[src/rtl/rev_logic_reduce_pkg.sv]
// rev_pkg: shared definitions for the reversible logic-reduction unit.
// Holds the op encoding, the reduction-FSM state type and the per-op
// identity value used to seed the accumulator at the start of a group.
// Optional feature macro used by the top level: REV_GARBAGE_OUT_EN.
package rev_pkg;

  // Op encoding: bit 0 drives the HNG C input, bit 1 selects R over S.
  typedef logic [1:0] op_t;

  localparam op_t REV_AND  = 2'b00;
  localparam op_t REV_OR   = 2'b01;
  localparam op_t REV_XOR  = 2'b10;
  localparam op_t REV_XNOR = 2'b11;

  // Reduction FSM states.
  typedef enum logic [1:0] {
    ST_IDLE = 2'd0,
    ST_ACC  = 2'd1,
    ST_HOLD = 2'd2
  } state_t;

  // Identity bit of the cross-beat reduction for an op; replicate it
  // across the datapath width to get the identity word. AND reduces
  // with all-ones; OR, XOR and XNOR reduce with zero.
  function automatic logic rev_identity_bit(input op_t op);
    return (op == REV_AND);
  endfunction

endpackage

[src/rtl/rev_logic_reduce_hng_cell.sv]
// rev_hng_cell: one-bit HNG reversible gate with D tied to 0.
// S = (A^B)&C ^ A&B  -> AND when C=0, OR when C=1
// R = A^B^C          -> XOR when C=0, XNOR when C=1
// The pass-through P/Q lines of the full gate are not brought out.
module rev_hng_cell
  import rev_pkg::*;
(
  input  logic a,
  input  logic b,
  input  logic c,
  output logic s,
  output logic r
);

  logic w_ab;

  assign w_ab = a ^ b;
  assign s    = (w_ab & c) ^ (a & b);
  assign r    = w_ab ^ c;

endmodule

[src/rtl/rev_logic_reduce.sv]
// rev_logic_reduce: WIDTH-bit array of HNG cells computing AND/OR/XOR/XNOR
// per beat, reduced over LEN consecutive beats into one registered result
// with valid/ready handshakes on both sides.
// Optional feature: define REV_GARBAGE_OUT_EN to expose the unselected HNG
// line of the final beat (out_garb) and a saturating garbage-bit counter
// (garb_cnt). With the macro undefined those ports do not exist and the
// functional outputs are unchanged.
module rev_logic_reduce
  import rev_pkg::*;
#(
  parameter int WIDTH = 8,
  parameter int LEN   = 4
) (
  input  logic             clk,
  input  logic             rst_n,
  input  logic             clr,
  input  logic             in_valid,
  output logic             in_ready,
  input  logic [1:0]       op,
  input  logic [WIDTH-1:0] in_a,
  input  logic [WIDTH-1:0] in_b,
  output logic             out_valid,
  input  logic             out_ready,
  output logic [WIDTH-1:0] out_data,
  output logic [1:0]       out_op
`ifdef REV_GARBAGE_OUT_EN
  ,
  output logic [WIDTH-1:0] out_garb,
  output logic [15:0]      garb_cnt
`endif
);

  // Beat counter is at least one bit wide so LEN=1 still has a register.
  localparam int CNT_W = (LEN > 1) ? $clog2(LEN) : 1;
  localparam logic [CNT_W-1:0] LAST_CNT = CNT_W'(LEN - 1);

  // Cross-beat reduction: AND folds with &, OR with |, XOR/XNOR with ^.
  function automatic logic [WIDTH-1:0] f_combine(
    input op_t              o,
    input logic [WIDTH-1:0] acc,
    input logic [WIDTH-1:0] v
  );
    logic [WIDTH-1:0] res;
    case (o)
      REV_AND: res = acc & v;
      REV_OR:  res = acc | v;
      default: res = acc ^ v;
    endcase
    return res;
  endfunction

  state_t           r_state;
  logic [CNT_W-1:0] r_cnt;
  logic [WIDTH-1:0] r_acc;
  op_t              r_op;
  logic             r_out_valid;
  logic [WIDTH-1:0] r_out_data;
  op_t              r_out_op;

  logic             w_first;
  op_t              w_op;
  logic [WIDTH-1:0] w_s;
  logic [WIDTH-1:0] w_r;
  logic [WIDTH-1:0] w_sel;
  logic [WIDTH-1:0] w_acc_base;
  logic [WIDTH-1:0] w_acc_next;
  logic             w_beat;
  logic             w_last;

  // The op is taken from the port only on the first beat of a group;
  // later beats use the latched copy so a mid-group change is ignored.
  assign w_first = (r_cnt == '0);
  assign w_op    = w_first ? op_t'(op) : r_op;

  genvar gi;
  generate
    for (gi = 0; gi < WIDTH; gi++) begin : g_cell
      rev_hng_cell u_cell (
        .a (in_a[gi]),
        .b (in_b[gi]),
        .c (w_op[0]),
        .s (w_s[gi]),
        .r (w_r[gi])
      );
    end
  endgenerate

  assign w_sel = w_op[1] ? w_r : w_s;

  // A fresh group starts from the op's identity, otherwise from the
  // running accumulator.
  assign w_acc_base = w_first ? {WIDTH{rev_identity_bit(w_op)}} : r_acc;
  assign w_acc_next = f_combine(w_op, w_acc_base, w_sel);

  // A beat presented together with clr is dropped.
  assign in_ready = !r_out_valid || out_ready;
  assign w_beat   = in_valid && in_ready && !clr;
  assign w_last   = w_beat && (r_cnt == LAST_CNT);

  assign out_valid = r_out_valid;
  assign out_data  = r_out_data;
  assign out_op    = r_out_op;

  // Reduction FSM with beat counter, accumulator and registered result.
  always_ff @(posedge clk or negedge rst_n) begin
    if (!rst_n) begin
      r_state     <= ST_IDLE;
      r_cnt       <= '0;
      r_acc       <= '0;
      r_op        <= REV_AND;
      r_out_valid <= 1'b0;
      r_out_data  <= '0;
      r_out_op    <= REV_AND;
    end else begin
      // clr discards the partial group but leaves a held result alone.
      if (clr) begin
        r_cnt <= '0;
        r_acc <= '0;
      end else if (w_beat) begin
        if (w_first) begin
          r_op <= w_op;
        end
        if (w_last) begin
          r_cnt <= '0;
          r_acc <= '0;
        end else begin
          r_cnt <= r_cnt + CNT_W'(1);
          r_acc <= w_acc_next;
        end
      end

      // A last beat may land in the same cycle the held result leaves,
      // in which case out_valid simply stays high with the new value.
      if (w_last) begin
        r_out_valid <= 1'b1;
        r_out_data  <= w_acc_next;
        r_out_op    <= w_op;
      end else if (out_ready) begin
        r_out_valid <= 1'b0;
      end

      case (r_state)
        ST_IDLE: begin
          if (w_last) begin
            r_state <= ST_HOLD;
          end else if (w_beat) begin
            r_state <= ST_ACC;
          end
        end
        ST_ACC: begin
          if (w_last) begin
            r_state <= ST_HOLD;
          end else if (clr) begin
            r_state <= ST_IDLE;
          end
        end
        ST_HOLD: begin
          if (w_last) begin
            r_state <= ST_HOLD;
          end else if (out_ready) begin
            r_state <= w_beat ? ST_ACC : ST_IDLE;
          end
        end
        default: r_state <= ST_IDLE;
      endcase
    end
  end

`ifdef REV_GARBAGE_OUT_EN
  localparam logic [16:0] GARB_STEP = 17'(WIDTH);

  logic [WIDTH-1:0] w_unsel;
  logic [16:0]      w_garb_sum;
  logic [WIDTH-1:0] r_out_garb;
  logic [15:0]      r_garb_cnt;

  assign w_unsel    = w_op[1] ? w_s : w_r;
  assign w_garb_sum = {1'b0, r_garb_cnt} + GARB_STEP;
  assign out_garb   = r_out_garb;
  assign garb_cnt   = r_garb_cnt;

  // Garbage line of the final beat travels with the result; the counter
  // adds WIDTH per accepted beat and saturates, cleared only by reset.
  always_ff @(posedge clk or negedge rst_n) begin
    if (!rst_n) begin
      r_out_garb <= '0;
      r_garb_cnt <= '0;
    end else begin
      if (w_last) begin
        r_out_garb <= w_unsel;
      end
      if (w_beat) begin
        r_garb_cnt <= w_garb_sum[16] ? 16'hFFFF : w_garb_sum[15:0];
      end
    end
  end
`endif

endmodule

[config.mk]
export PLATFORM = sky130hd
export DESIGN_NAME = rev_logic_reduce
export DESIGN_NICKNAME = d
export VERILOG_FILES = /design/src/rtl/rev_logic_reduce_pkg.sv /design/src/rtl/rev_logic_reduce_hng_cell.sv /design/src/rtl/rev_logic_reduce.sv
export SDC_FILE = /design/constraint.sdc
export NUM_CORES = 1
export LEC_CHECK = 0
export CORE_MARGIN = 5
export CORE_UTILIZATION = 49
export DETAILED_ROUTE_END_ITERATION = 6
export GPL_TIMING_DRIVEN = 0
export PLACE_DENSITY = 0.77
export SYNTH_ARGS = -nofsm -noshare
export SYNTH_HDL_FRONTEND = slang
export SYNTH_SLANG_ARGS = --single-unit
export TNS_END_PERCENT = 1
[constraint.sdc]
create_clock -name clk -period 3.6 [get_ports clk]
set_input_delay 0.54 -clock clk [delete_from_list [all_inputs] [get_ports clk]]
set_output_delay 0.54 -clock clk [all_outputs]
set_load 0.03 [all_outputs]
Yosys cells after proc, flatten, opt, wreduce, memory -nomap -nowiden
Index checks and enable logic that the tools add are counted.
Widths: inputs -> output; s select.
- add/sub/neg operators: 1
- equal/unequal tests: 2
- multiplexer cells: 12
- bitwise logic cells: 44
- reductions and logical operators: 11
- operators with widths (cell ; count):
    $mux 8 ; 5
    $xor 1x1->1 ; 24
    $and 1x1->1 ; 16
    $pmux 8 s2 ; 1
    $and 8x8->8 ; 1
    $mux 2 ; 4
    $or 8x8->8 ; 1
    $xor 8x8->8 ; 1
    $logic_not 2->1 ; 2
    $reduce_bool 2->1 ; 2
    $logic_and 1x1->1 ; 3
    $reduce_and 3->1 ; 1
    $add 2x1->2 const B ; 1
    $eq 2x1->1 const B ; 1
    $eq 2x2->1 const B ; 1
    $logic_not 1->1 ; 2
    $mux 1 ; 2
    $logic_or 1x1->1 ; 1
    $not 1->1 ; 1
- bits in registers: 23
- bits of input ports: 23
- output and inout bits: 12

Longest topological paths before layout
- depth in word-level cells: 10
- gate-level depth with buffers: 13
- depth with buffers taken out: 11

By module
A second synthesis with hierarchy kept.
- cells, all modules: 191
- area, all modules: 1884.3 um2
- by module, submodules not included (module ; instances ; cells each ; area an instance (um2) ; sequential area each (um2)):
    rev_logic_reduce ; 1 ; 183 ; 1724.2 ; 575.6
    rev_hng_cell ; 8 ; 1 ; 20.0 ; 0.0

Worst setup path before layout
No wires, ideal clock.
- kind: flip-flop to flip-flop
- from: register r_cnt[0]
- to: register r_acc[7]
- arrival time: 3.303 ns
- required time: 3.496 ns
- path slack: 0.194 ns
- stages on the path, launching flop included: 14
- path buffers: 2
- path through: dfrtp_1 > inv_1 > ha_1 > buf_6 > buf_4 > mux2i_1 > fa_1 > mux2_4 > inv_2 > ha_1 > nor2_1 > a211o_1 > a32o_1 > o41ai_2
- word-level cells in the longest chain between the ends: 10
- elaborated cells on any way between the ends: 18
- classes of those cells: eq/ne: 2; mux: 7; bitwise: 6; reduce/logical: 3
- ends and longest elaborated chain (element ; RTL line ; text):
    start, declared ; rev_logic_reduce.sv:53 ; logic [CNT_W-1:0] r_cnt;
    start signal, assigned ; rev_logic_reduce.sv:127 ; r_cnt <= r_cnt + CNT_W'(1);
    $logic_not 2->1 ; rev_logic_reduce.sv:72 ; assign w_first = (r_cnt == '0);
    $mux 2 ; rev_logic_reduce.sv:73 ; assign w_op = w_first ? op_t'(op) : r_op;
    $and 1x1->1 ; rev_logic_reduce_hng_cell.sv:18 ; assign s = (w_ab & c) ^ (a & b);
    $xor 1x1->1 ; rev_logic_reduce_hng_cell.sv:18 ;
    $mux 8 ; rev_logic_reduce.sv:88 ; assign w_sel = w_op[1] ? w_r : w_s;
    $xor 8x8->8, or another cell as far along ; rev_logic_reduce.sv:47 ; default: res = acc ^ v;
    $pmux 8 s2 ; rev_logic_reduce.sv:44 ; case (o)
    $mux 8 * ; rev_logic_reduce.sv:123 ; if (w_last) begin
    $mux 8 * ; rev_logic_reduce.sv:119 ; end else if (w_beat) begin
    $mux 8 * ; rev_logic_reduce.sv:116 ; if (clr) begin
    end signal, assigned ; rev_logic_reduce.sv:128 ; r_acc <= w_acc_next;
    end, declared ; rev_logic_reduce.sv:54 ; logic [WIDTH-1:0] r_acc;
Mark *: on every way between the ends. The rest lies on a longest branch, timed or not. The select of a mux whose other input is x is not followed.
A chain may end at the register's enable or synchronous reset.

Worst setup path in the final report
Ends and elaborated chain as after synthesis.

==> results.py <==
metrics = {
    "timing": {
        "slew_headroom_pct": 33.13,
        "tightestPinTransition_ps": 1000,
        "hold_viol": 0,
        "rsz0062_at_grt": "no",
        "setup_viol": 0,
        "setup_tns_ps": 0,
        "fin_skew_ps": 2.256,
        "fmaxAchievable_mhz": 295.3,
        "slew_viol_final": 0,
        "min_period_ps": 3387,
        "whs_ps": 484.7,
        "finalCritPeriodShare_pct": 94.07,
    },
    "worst_setup_path": {
        "timing.rr.end": "r_acc[7]",
        "crit_required_ps": 3770,
        "timing.rr.start": "r_cnt[0]",
        "start_kind": "flip-flop",
        "worst-path-max-fanout": 10,
        "path_class": "reg -> reg",
        "critical_path_arrival_ps": 3550,
        "rrSetupSlack_ps": 210,
        "r2r_cells": 13,
        "cp-end-kind": "flip-flop",
    },
    "synthesis": {
        "yosys_warnings": 0,
        "ys_seq_area_share_pct": 27.41,
        "netlist_instances": 212,
        "synth-main-ff-cell": "dfrtp_1",
        "yosys.area.top_type": "dfrtp_1",
        "syn_area_um2": 2100,
        "synth.area.top_cells": "dfrtp_1, ha_1, fa_1",
        "ys_seq_elements": 23,
        "syn_nets": 261,
        "synth_top_area_share_pct": 27.41,
        "avgSynthCellArea_um2": 9.903,
        "yosysUniqueCellTypes": 42,
        "synth-edff-count": 0,
        "synth-async-reset-ratio_pct": 100.0,
    },
    "drt": {
        "drc": 0,
        "vias_per_cell": 5.447,
        "ant_nets": 0,
        "drt_first_pass_iters": 4,
        "vias": 1634,
        "wl_per_cell_um": 14.17,
        "drt_iter0_drc": 81,
        "routed_wl_um": 4251,
    },
    "grt": {
        "gr-total-overflow": 0,
        "grt_pass1_vias": 1554,
        "antenna_found_initial": 0,
        "grt_pass1_wl_um": 7189,
        "grt_usage_pct": 16.23,
        "grt_max_degree": 24,
    },
    "floorplanning": {
        "num_rows": 23,
        "fp.dieW_um": 75.46,
        "start_util_pct": 51.38,
        "io_pins": 35,
        "die_h_um": 75.46,
        "coreArea_um2": 4086,
        "die_area_um2": 5693,
    },
    "worst_hold_path": {
        "min_path_cells": 2,
        "worstHoldEndpoint": "out_op[0]",
        "hold_start": "out_op[0]",
        "hold_class": "reg -> reg",
    },
    "cells_and_area": {
        "layout_commonest_cell": "clkdlybuf4s50_1",
        "drive_gt1_share_pct": 19.20,
        "final_cell_mix": "clkdlybuf4s50_1, inv_1, dfrtp_1, ha_1, nand2_1",
        "insertedDiodeCount": 0,
        "final_cell_count_no_fill": 300,
        "layout.nets": 300,
        "final_area_um2": 2560,
        "areaGrowthSynthToFinish_pct": 21.93,
    },
    "clock_network": {
        "cts_buffers": 3,
        "cts_buffer_depth": 2,
        "path_clk_slew_ps": 80,
        "clock_latency_ps": 260,
        "cts-root-buf": "clkbuf_8",
        "cts_max_level": 1,
        "cts_sinks": 23,
        "cts_tree": "yes",
    },
    "status": {
        "status": "finished clean",
    },
    "pwr": {
        "ir_worst_vdd_uv": 161.0,
        "finalPower_uw": 1072,
        "leakage_uw": 0.001258,
        "p_per_area_nw_per_um2": 418.9,
    },
    "placed_design": {
        "place_inst": 296,
        "placedInstanceArea_um2": 2502,
        "gp_congestion": 0.8430,
        "hpwlAfterDp_um": 3376,
        "io_buffers": 34,
    },
    "run": {
        "cap_viol_max_count": 0,
    },
}
## synth_stat cells, drive strengths merged (6+ instances only)
| cell | number |
|---|---|
| a21o | 8 |
| a21oi | 7 |
| a22o | 7 |
| a32o | 6 |
| buf | 9 |
| dfrtp | 23 |
| fa | 8 |
| ha | 18 |
| inv | 36 |
| mux2 | 13 |
| nand2 | 13 |
| nor2b | 7 |
| nor3 | 7 |
| o211ai | 6 |
## power by group
group          total [µW]  switching [µW]  internal, µW  leakage (µW)
registers             327            25.5           301      0.000306
clock network         160            80.8          79.0     0.0000228
logic                 586             305           281      0.000929
## routing by layer
metal  wire (µm)  share of wire (%)  GRT usage, %
met1        2064                 49         22.93
met2        1906                 45         26.37
met3         239                5.6         1.319
met4          40               0.94         5.243
met5           0                  0             0
## what timing repair did
| action | CTS | global route |
|---|---|---|
| setup buffers | 0 | 0 |
| resized for setup | 2 | 0 |
| hold buffers | 0 | 0 |
| endpoints found under the setup margin | 16 | 0 |
## through the flow
| stage | util [%] | worst slack (ps) |
|---|---|---|
| 2_1_floorplan | - | 193.8 |
| 3_3_place_gp | 61.24 | -474.9 |
| 3_5_place_dp | 61.24 | -552.5 |
| 4_1_cts | 62.65 | 176.7 |
| 5_1_grt | 62.65 | 19.52 |
| 6_report | 62.65 | 213.4 |
## critical path: stages (launching register included)
cell and delay [ps]:
dfrtp_1 400, inv_1 60, ha_1 230, buf_6 180, buf_4 190, mux2i_4 460, fa_1 490, mux2_4 290
inv_2 50, ha_1 150, nor2_1 50, a211o_1 260, a32o_1 260, o41ai_2 210
## state kept, by name (all words and copies together) (netlist names)
signal and flops:
r_acc 8, r_op 2, out_data 8, out_op 2
out_valid 1, r_cnt 2
## worst max path at each step
stage	startpoint	to	cells past startpoint
3_5_place_dp	op[0]	r_acc[7]	11
6_report	r_cnt[0]	r_acc[7]	13
5_1_grt	r_cnt[0]	out_data[2]	13
2_1_floorplan	r_cnt[0]	r_acc[7]	13
3_3_place_gp	op[0]	r_acc[7]	11
4_1_cts	r_cnt[0]	r_acc[7]	13
## cell type report
type	instances	area, µm²
Timing Repair Buffer	34	340.3
Tap cell	50	62.56
Multi-Input combinational cell	143	1338
Fill cell	361	1526
Clock buffer	4	45.04
Buffer	10	63.81
Sequential cell	23	575.6
Inverter	36	135.1
## kinds of logic after synthesis
kind of cell / count (synthesis) / share of synthesized area (%)
compound gates: 53 / 19.73
simple gates: 49 / 14.72
buf+inv: 46 / 9.475
fa+ha+maj: 26 / 18.36
flops: 23 / 27.41
mux: 15 / 10.31
(Power assumes the default switching activity.)
